<file path="src/rtl/rng_draw_arbiter.sv">
// rng_draw_arbiter: shares one free-running 16-bit LFSR between NUM_REQ requesters.
// Each requester gets an unbiased draw in [0, LIMIT). Arbitration is round-robin,
// LFSR samples are spaced SAMPLE_GAP cycles apart, and rejection sampling falls back
// to 0 (with fail set) after MAX_TRIES rejections.
// Optional feature macro: RNG_DRAW_BCD_EN adds a bit-serial double-dabble stage
// (CONV state) and the bcd_o port.
module rng_draw_arbiter #(
    parameter int unsigned NUM_REQ    = 2,
    parameter int unsigned LIMIT      = 10000,
    parameter int unsigned VAL_W      = 14,
    parameter int unsigned SAMPLE_GAP = 16,
    parameter int unsigned MAX_TRIES  = 8
) (
    input  logic               clock_i,
    input  logic               reset_i,
    input  logic [15:0]        rng_value_i,
    input  logic [NUM_REQ-1:0] req_i,
    output logic [NUM_REQ-1:0] gnt_o,
    output logic [VAL_W-1:0]   value_o,
    output logic               fail_o,
`ifdef RNG_DRAW_BCD_EN
    output logic [15:0]        bcd_o,
`endif
    output logic               busy_o
);

    localparam int unsigned IDX_W = (NUM_REQ > 1) ? $clog2(NUM_REQ) : 1;
    localparam int unsigned GAP_W = (SAMPLE_GAP > 1) ? $clog2(SAMPLE_GAP) : 1;
    localparam int unsigned TRY_W = $clog2(MAX_TRIES + 1);
    localparam int unsigned CMP_W = VAL_W + 1;
`ifdef RNG_DRAW_BCD_EN
    localparam int unsigned CNT_W = $clog2(VAL_W + 1);
`endif

    typedef enum logic [1:0] {
        ST_IDLE = 2'd0,
        ST_WAIT = 2'd1,
`ifdef RNG_DRAW_BCD_EN
        ST_CONV = 2'd2,
`endif
        ST_DONE = 2'd3
    } state_t;

    // State reached once a draw has produced its value (accepted or fallback)
`ifdef RNG_DRAW_BCD_EN
    localparam state_t ST_FIN = ST_CONV;
`else
    localparam state_t ST_FIN = ST_DONE;
`endif

    state_t             state_q, state_d;
    logic [IDX_W-1:0]   rr_ptr_q, rr_ptr_d;
    logic [IDX_W-1:0]   owner_q, owner_d;
    logic [GAP_W-1:0]   gap_q, gap_d;
    logic [TRY_W-1:0]   tries_q, tries_d;
    logic [NUM_REQ-1:0] gnt_q, gnt_d;
    logic [VAL_W-1:0]   value_q, value_d;
    logic               fail_q, fail_d;
    logic               busy_q, busy_d;

`ifdef RNG_DRAW_BCD_EN
    logic [VAL_W-1:0]   conv_bin_q, conv_bin_d;
    logic [15:0]        conv_bcd_q, conv_bcd_d;
    logic [CNT_W-1:0]   conv_cnt_q, conv_cnt_d;
    logic [15:0]        bcd_q, bcd_d;
    logic [15:0]        dd_adj;
    logic [15:0]        dd_shift;
`endif

    logic [VAL_W-1:0]   cand;
    logic               cand_ok;
    logic [NUM_REQ-1:0] req_rot;
    logic               pick_valid;
    logic [IDX_W-1:0]   pick_off;
    logic [IDX_W:0]     pick_sum;
    logic [IDX_W-1:0]   pick_idx;
    logic               unused_rng;

    // Only the low VAL_W bits of the LFSR form a candidate
    assign cand       = rng_value_i[VAL_W-1:0];
    assign cand_ok    = {1'b0, cand} < CMP_W'(LIMIT);
    assign unused_rng = ^rng_value_i;

    // Round-robin pick: first set request at or after rr_ptr, cyclically
    always_comb begin
        pick_valid = 1'b0;
        pick_off   = '0;
        req_rot    = NUM_REQ'({req_i, req_i} >> rr_ptr_q);
        for (int i = int'(NUM_REQ) - 1; i >= 0; i--) begin
            if (req_rot[i]) begin
                pick_valid = 1'b1;
                pick_off   = IDX_W'(i);
            end
        end
        pick_sum = {1'b0, rr_ptr_q} + {1'b0, pick_off};
        if (pick_sum >= (IDX_W + 1)'(NUM_REQ)) begin
            pick_sum = pick_sum - (IDX_W + 1)'(NUM_REQ);
        end
        pick_idx = pick_sum[IDX_W-1:0];
    end

`ifdef RNG_DRAW_BCD_EN
    // One double-dabble step: add 3 to every digit >= 5, then shift in the next binary bit
    always_comb begin
        dd_adj = conv_bcd_q;
        for (int d = 0; d < 4; d++) begin
            if (dd_adj[4*d +: 4] >= 4'd5) begin
                dd_adj[4*d +: 4] = dd_adj[4*d +: 4] + 4'd3;
            end
        end
        dd_shift = {dd_adj[14:0], conv_bin_q[VAL_W-1]};
    end
`endif

    // Next-state and registered-output logic
    always_comb begin
        state_d  = state_q;
        rr_ptr_d = rr_ptr_q;
        owner_d  = owner_q;
        gap_d    = gap_q;
        tries_d  = tries_q;
        value_d  = value_q;
        fail_d   = fail_q;
`ifdef RNG_DRAW_BCD_EN
        conv_bin_d = conv_bin_q;
        conv_bcd_d = conv_bcd_q;
        conv_cnt_d = conv_cnt_q;
        bcd_d      = bcd_q;
`endif

        case (state_q)
            ST_IDLE: begin
                if (pick_valid) begin
                    owner_d = pick_idx;
                    gap_d   = GAP_W'(SAMPLE_GAP - 1);
                    tries_d = '0;
                    state_d = ST_WAIT;
                end
            end

            ST_WAIT: begin
                if (gap_q != '0) begin
                    gap_d = gap_q - GAP_W'(1);
                end else if (cand_ok) begin
                    value_d = cand;
                    fail_d  = 1'b0;
                    state_d = ST_FIN;
`ifdef RNG_DRAW_BCD_EN
                    conv_bin_d = cand;
                    conv_bcd_d = '0;
                    conv_cnt_d = CNT_W'(VAL_W - 1);
`endif
                end else if (tries_q == TRY_W'(MAX_TRIES - 1)) begin
                    // Retry budget exhausted: deliver the fallback 0
                    tries_d = tries_q + TRY_W'(1);
                    value_d = '0;
                    fail_d  = 1'b1;
                    state_d = ST_FIN;
`ifdef RNG_DRAW_BCD_EN
                    conv_bin_d = '0;
                    conv_bcd_d = '0;
                    conv_cnt_d = CNT_W'(VAL_W - 1);
`endif
                end else begin
                    tries_d = tries_q + TRY_W'(1);
                    gap_d   = GAP_W'(SAMPLE_GAP - 1);
                end
            end

`ifdef RNG_DRAW_BCD_EN
            ST_CONV: begin
                conv_bcd_d = dd_shift;
                conv_bin_d = conv_bin_q << 1;
                if (conv_cnt_q == '0) begin
                    bcd_d   = dd_shift;
                    state_d = ST_DONE;
                end else begin
                    conv_cnt_d = conv_cnt_q - CNT_W'(1);
                end
            end
`endif

            ST_DONE: begin
                rr_ptr_d = (owner_q == IDX_W'(NUM_REQ - 1)) ? '0 : owner_q + IDX_W'(1);
                state_d  = ST_IDLE;
            end

            default: begin
                state_d = ST_IDLE;
            end
        endcase

        gnt_d  = (state_d == ST_DONE) ? (NUM_REQ'(1) << owner_d) : '0;
        busy_d = (state_d != ST_IDLE);
    end

    // State and output registers with synchronous reset
    always_ff @(posedge clock_i) begin
        if (reset_i) begin
            state_q  <= ST_IDLE;
            rr_ptr_q <= '0;
            owner_q  <= '0;
            gap_q    <= '0;
            tries_q  <= '0;
            gnt_q    <= '0;
            value_q  <= '0;
            fail_q   <= 1'b0;
            busy_q   <= 1'b0;
`ifdef RNG_DRAW_BCD_EN
            conv_bin_q <= '0;
            conv_bcd_q <= '0;
            conv_cnt_q <= '0;
            bcd_q      <= '0;
`endif
        end else begin
            state_q  <= state_d;
            rr_ptr_q <= rr_ptr_d;
            owner_q  <= owner_d;
            gap_q    <= gap_d;
            tries_q  <= tries_d;
            gnt_q    <= gnt_d;
            value_q  <= value_d;
            fail_q   <= fail_d;
            busy_q   <= busy_d;
`ifdef RNG_DRAW_BCD_EN
            conv_bin_q <= conv_bin_d;
            conv_bcd_q <= conv_bcd_d;
            conv_cnt_q <= conv_cnt_d;
            bcd_q      <= bcd_d;
`endif
        end
    end

    assign gnt_o   = gnt_q;
    assign value_o = value_q;
    assign fail_o  = fail_q;
    assign busy_o  = busy_q;
`ifdef RNG_DRAW_BCD_EN
    assign bcd_o   = bcd_q;
`endif

endmodule

</file>
<file path="config.mk">
export PLATFORM = sky130hd
export DESIGN_NAME = rng_draw_arbiter
export DESIGN_NICKNAME = d
export VERILOG_FILES = /design/src/rtl/rng_draw_arbiter.sv
export SDC_FILE = /design/constraint.sdc
export NUM_CORES = 1
export LEC_CHECK = 0
export ABC_AREA = 1
export ABC_CLOCK_PERIOD_IN_PS = 2000
export BUFFER_PORTS_ARGS = -buffer_cell sky130_fd_sc_hd__buf_2
export CAP_MARGIN = 15
export CELL_PAD_IN_SITES_DETAIL_PLACEMENT = 0
export CELL_PAD_IN_SITES_GLOBAL_PLACEMENT = 2
export CORE_AREA = 2 2 75 77
export DETAILED_ROUTE_END_ITERATION = 8
export DIE_AREA = 0 0 77 79
export PLACE_DENSITY_LB_ADDON = 0.1
export SYNTH_ARGS = -nofsm -noshare
export SYNTH_HDL_FRONTEND = slang
export SYNTH_SLANG_ARGS = --single-unit
</file>
<file path="constraint.sdc">
create_clock -name clock_i -period 2 [get_ports clock_i]
set_clock_uncertainty 0.2 [all_clocks]
set_input_delay 0.4 -clock clock_i [delete_from_list [all_inputs] [get_ports clock_i]]
set_output_delay 0.4 -clock clock_i [all_outputs]
set_load 0.005 [all_outputs]
</file>
Word level (Yosys, flattened, before mapping)
Index checks and enable logic that the tools add are counted.
{ "word_totals": {"reg_bits": 30, "input_bits": 20, "output_inout_bits": 18, "word_cells": 63} }
{ "op_classes": {"addsub": 5, "order_cmp": 2, "n_eq_ne": 9, "shift": 2, "n_mux": 25, "bitwise": 2, "reduce_logical": 9} }
{ "op_table": {"columns": ["cell", "n"], "rows": [
  ["$mux 14", 2],
  ["$mux 4", 7],
  ["$pmux 4 s2", 2],
  ["$lt 14x14->1 const B", 1],
  ["$mux 1", 9],
  ["$mux 2", 4],
  ["$reduce_and 4->1", 2],
  ["$ne 2x2->1 const B", 3],
  ["$ne 3x3->1 const B", 2],
  ["$reduce_bool 2->1", 3],
  ["$add 4x1->4 const B", 1],
  ["$eq 2x2->1 const B", 2],
  ["$eq 4x3->1 const B", 1],
  ["$pmux 2 s2", 1],
  ["$reduce_bool 4->1", 1],
  ["$shr 4x1->2", 1],
  ["$sub 4x1->4 const B", 1],
  ["$reduce_and 3->1", 1],
  ["$add 1x1->2", 1],
  ["$eq 2x1->1 const B", 1],
  ["$ge 2x2->1 const B", 1],
  ["$logic_not 2->1", 1],
  ["$not 1->1", 2],
  ["$reduce_or 2->1", 1],
  ["other kinds (3)", 3]
]} }

Logic depth before layout (Yosys ltp)
{ "depth": {"ltp_word": 9, "mapped_depth": 10, "mapped_depth_nobuf": 9} }

Least setup slack after synthesis
No wires, ideal clock.
{ "synth_path": {"kind": "register to register", "start": "register gap_q[0]", "end": "register value_q[13], in the netlist value_o[13]", "setup_ns": 0.138, "t_arrival_ns": 1.266, "required_time_ns": 1.662, "path_slack_ns": 0.396, "path_stages_with_launch": 9, "path_buffers": 1, "period_less_slack_ns": 1.604, "cell_sequence": "dfxtp_1 -> inv_1 -> ha_1 -> nand3_1 -> inv_1 -> nand3_2 -> buf_2 -> nand3_1 -> a21oi_2"} }
{ "synth_via": {"elab_chain_len": 3} }
{ "synth_rtl": {"columns": ["element", "line_no", "text"], "rows": [
  ["start, declared", "54", "logic [GAP_W-1:0] gap_q, gap_d;"],
  ["start signal, assigned", "219", "gap_q <= gap_d;"],
  ["$reduce_bool 4->1", "142", "if (gap_q != '0) begin"],
  ["$not 1->1 (no line)", null, null],
  ["$reduce_and 3->1 (no line)", null, null],
  ["end signal, assigned", "222", "value_q <= value_d;"],
  ["end, declared", "57", "logic [VAL_W-1:0] value_q, value_d;"]
]} }
No other way between the ends.
A chain may end at the register's enable or synchronous reset.

Final worst setup path
{ "layout_path": {"start": "register gap_q[0]", "end": "register gap_q[1]"} }
{ "layout_via": {"elab_chain_len": 3, "elab_cells_between_ends": 7, "cone_classes": "1 x add/sub; 2 x eq/ne; 2 x mux; 2 x reduce/logical"} }
{ "layout_rtl": {"columns": ["element", "line_no"], "rows": [
  ["$sub 4x1->4 or $reduce_bool 4->1 (tied branches)", "143, 142"],
  ["$mux 4 or $ne 3x3->1 (tied branches)", null],
  ["$pmux 4 s2 or $reduce_and 4->1 (tied branches)", null]
]} }
Parallel ways exist; a longest one is shown, timed or not.

==> results_dict.tcl <==
set metrics [dict create \
    ys_types 24 \
    grt_pass1_vias 1266 \
    path_class "flop to flop" \
    viasPerCell 4.46 \
    avgSynthCellArea_um2 7.69 \
    ios 38 \
    p_sw_uw 387 \
    ir_drop_uv 233 \
    dp_slack_ps 170 \
    die_x_um 77 \
    cp.arrival_ps 1730 \
    power_frac_seq_pct 48.1 \
    nNetsFinal 248 \
    crit_family "simple AND/OR/NAND/NOR gates" \
    relSlewSlack_pct 69.7 \
    slowest_stage "dfxtp_1" \
    antenna_found_initial 0 \
    die_area_um2 6080 \
    ys_seq_elements 30 \
    synth_edf_count 0 \
    internal_power_uw 968 \
    synth_most_common_cell "dfxtp_1" \
    powerDensity_nw_per_um2 767 \
    clk_latency_ps 280 \
    slew_violations 0 \
    ys_warn_count 0 \
    stdcell_count 298 \
    final_core_util_pct 33.1 \
    cap_viol_max_count 0 \
    multi_input_area_um2 686 \
    p_total_uw 1360 \
    grt_start_max_net_pins 22 \
    cts_root_buffer "clkbuf_8" \
    crit_required_ps 1940 \
    coreArea_um2 5340 \
    wirelength_um 3430 \
    yosys-top-cells-area "dfxtp_1, nand3_1, nand2_1" \
    clkSinkCount 30 \
    num_vias 1330 \
    synth_largest_area_cell "dfxtp_1" \
    drc 0 \
    fmax_mhz 559 \
    setup_viol 0 \
    final.setup.tns_ps 0 \
    crit_chain "inv_1 -> ha_1 -> nand3_1 -> buf_4 -> nor2_1 -> a21oi_1 -> nand2_1 -> nand2_1 -> a21oi_1" \
    p_clk_share_pct 33.2 \
    gp_congestion 0.812 \
    cts_tree "done" \
    dp_hpwl_um 2590 \
    regArea_um2 601 \
    worst_slack_ps 211 \
    netlist_area_um2 1420 \
    post_cts_buffers 0 \
    status "finished, final reports clean" \
    fin_crit_ps 1790 \
    dp.cells 291 \
    synth_commonest_cells "dfxtp_1, nand2_1, nand3_1, inv_1" \
    cp-end-kind "flop" \
    cts_hold_buf 0 \
    clk_path_buf_depth 2 \
    critPathMaxFanout 5 \
    nFillCells 613 \
    diodes 0 \
    cp_num_buf_inv 2 \
    netlist.area_leader.share_pct 42.4 \
    async_reset_ff_share_pct 0 \
    worstHoldPathType "input pin to flop" \
    rsz0062_at_grt "false" \
    row_count 27 \
    yosysSeqAreaShare_pct 42.4 \
    htreeDepth 2 \
    worstMarginPinSlew_ps 454 \
    area.growth.synth_to_final_pct 24.9 \
    cts_buffers 5 \
    start_util_pct 26.5 \
    wl_per_cell_um 11.5 \
    grt_pass1_wl_um 5750 \
    comb_power_share_pct 18.7 \
    die_y_um 79 \
    cellLeakagePower_uw 0.000794 \
    synth_nets 206 \
    synth_ff_type "dfxtp_1" \
    dr.pass1.iters 4 \
    synthCells 184 \
    grt_use_total_pct 12.1 \
    antenna_left 0 \
    cts_resized 0 \
    clk_pin_slew_ps 60 \
    max_stage_delay_ps 300 \
    fin_crit_sh_pct 89.4 \
    layout-drive-gt1-share_pct 33.2 \
    io_buffers 35 \
    hold_viol_final 0 \
    dr.first_iter.drc_count 64 \
    switching_share_pct 28.6 \
    grt_overflow 0 \
    startpoint_type "flop" \
]
[state kept, by name (all words and copies together) (netlist names), 2 cells and up]
register and cells:
value_o 14, gap_q 4, tries_q 4, gnt_o 2, state_q 2
[placed cells by master (no fill, tap or decap)]
master,instances
a21boi_1,1
a21oi_1,15
a21oi_2,10
a311oi_1,1
buf_2,35
buf_4,7
clkbuf_1,2
clkbuf_8,5
clkinv_2,1
dfxtp_1,30
ha_1,2
inv_1,21
inv_2,1
nand2_1,29
nand2_2,11
nand3_1,22
nand3_2,2
nand4_1,9
nor2_1,15
nor2_2,1
nor2_4,1
nor2_8,1
o21ai_0,3
xnor2_1,1
[final timing paths]
path / startpoint / endpoint / slack [ps] / cells after the start
setup / recovery: gap_q[0] / gap_q[1] / 210 / 9
hold / removal: rng_value_i[3] / value_o[3] / 170 / 3
setup reg to reg: gap_q[0] / gap_q[1] / 210 / 9
hold reg to reg: owner_q / rr_ptr_q / 260 / 1
[per-layer routing]
| metal | track usage (%) | up-vias | wire [um] |
|---|---|---|---|
| li1 | - | 684 | - |
| met1 | 14.5 | 611 | 1600 |
| met2 | 19.8 | 27 | 1610 |
| met3 | 4.20 | 8 | 152 |
| met4 | 4.82 | 0 | 62 |
| met5 | 0 | - | 0 |
[power by group through the flow]
stage                     Clock [uW]  Combinational (uW)  Sequential (uW)
after floorplan                    0                 173              663
after global placement             0                 255              664
after detailed placement           0                 256              665
after CTS                        475                 259              651
after global routing             513                 293              655
final                            450                 254              652
[cell families (layout without fill, tap and decap cells)]
group           Yosys count  after routing  synth area share (%)
compound gates           30             30                  13.7
xor+xnor                  1              1                 0.619
fa+ha+maj                 2              2                  1.77
buf+inv                  30             72                  9.11
flops                    30             30                  42.4
simple gates             91             91                  32.4
[worst min-delay path, stage by stage]
cell	delay (ps)
buf_2	90
nand2_1	50
a21oi_1	50
[final cells by class]
cell class,count,area share (%)
clock buffer,7,4.32
inverter,23,4.95
tap,72,5.10
sequential,30,34.0
timing repair buffer,42,12.9
multi-input combinational,124,38.8
[per-stage QoR]
step | instance area, um2 | hold slack (ps)
after detailed placement | 1690 | 252
after floorplan | 1420 | 228
final | 1770 | 171
after global placement | 1690 | 244
after global routing | 1770 | 169
after CTS | 1770 | 165
Power figures use the tool's default switching activity.
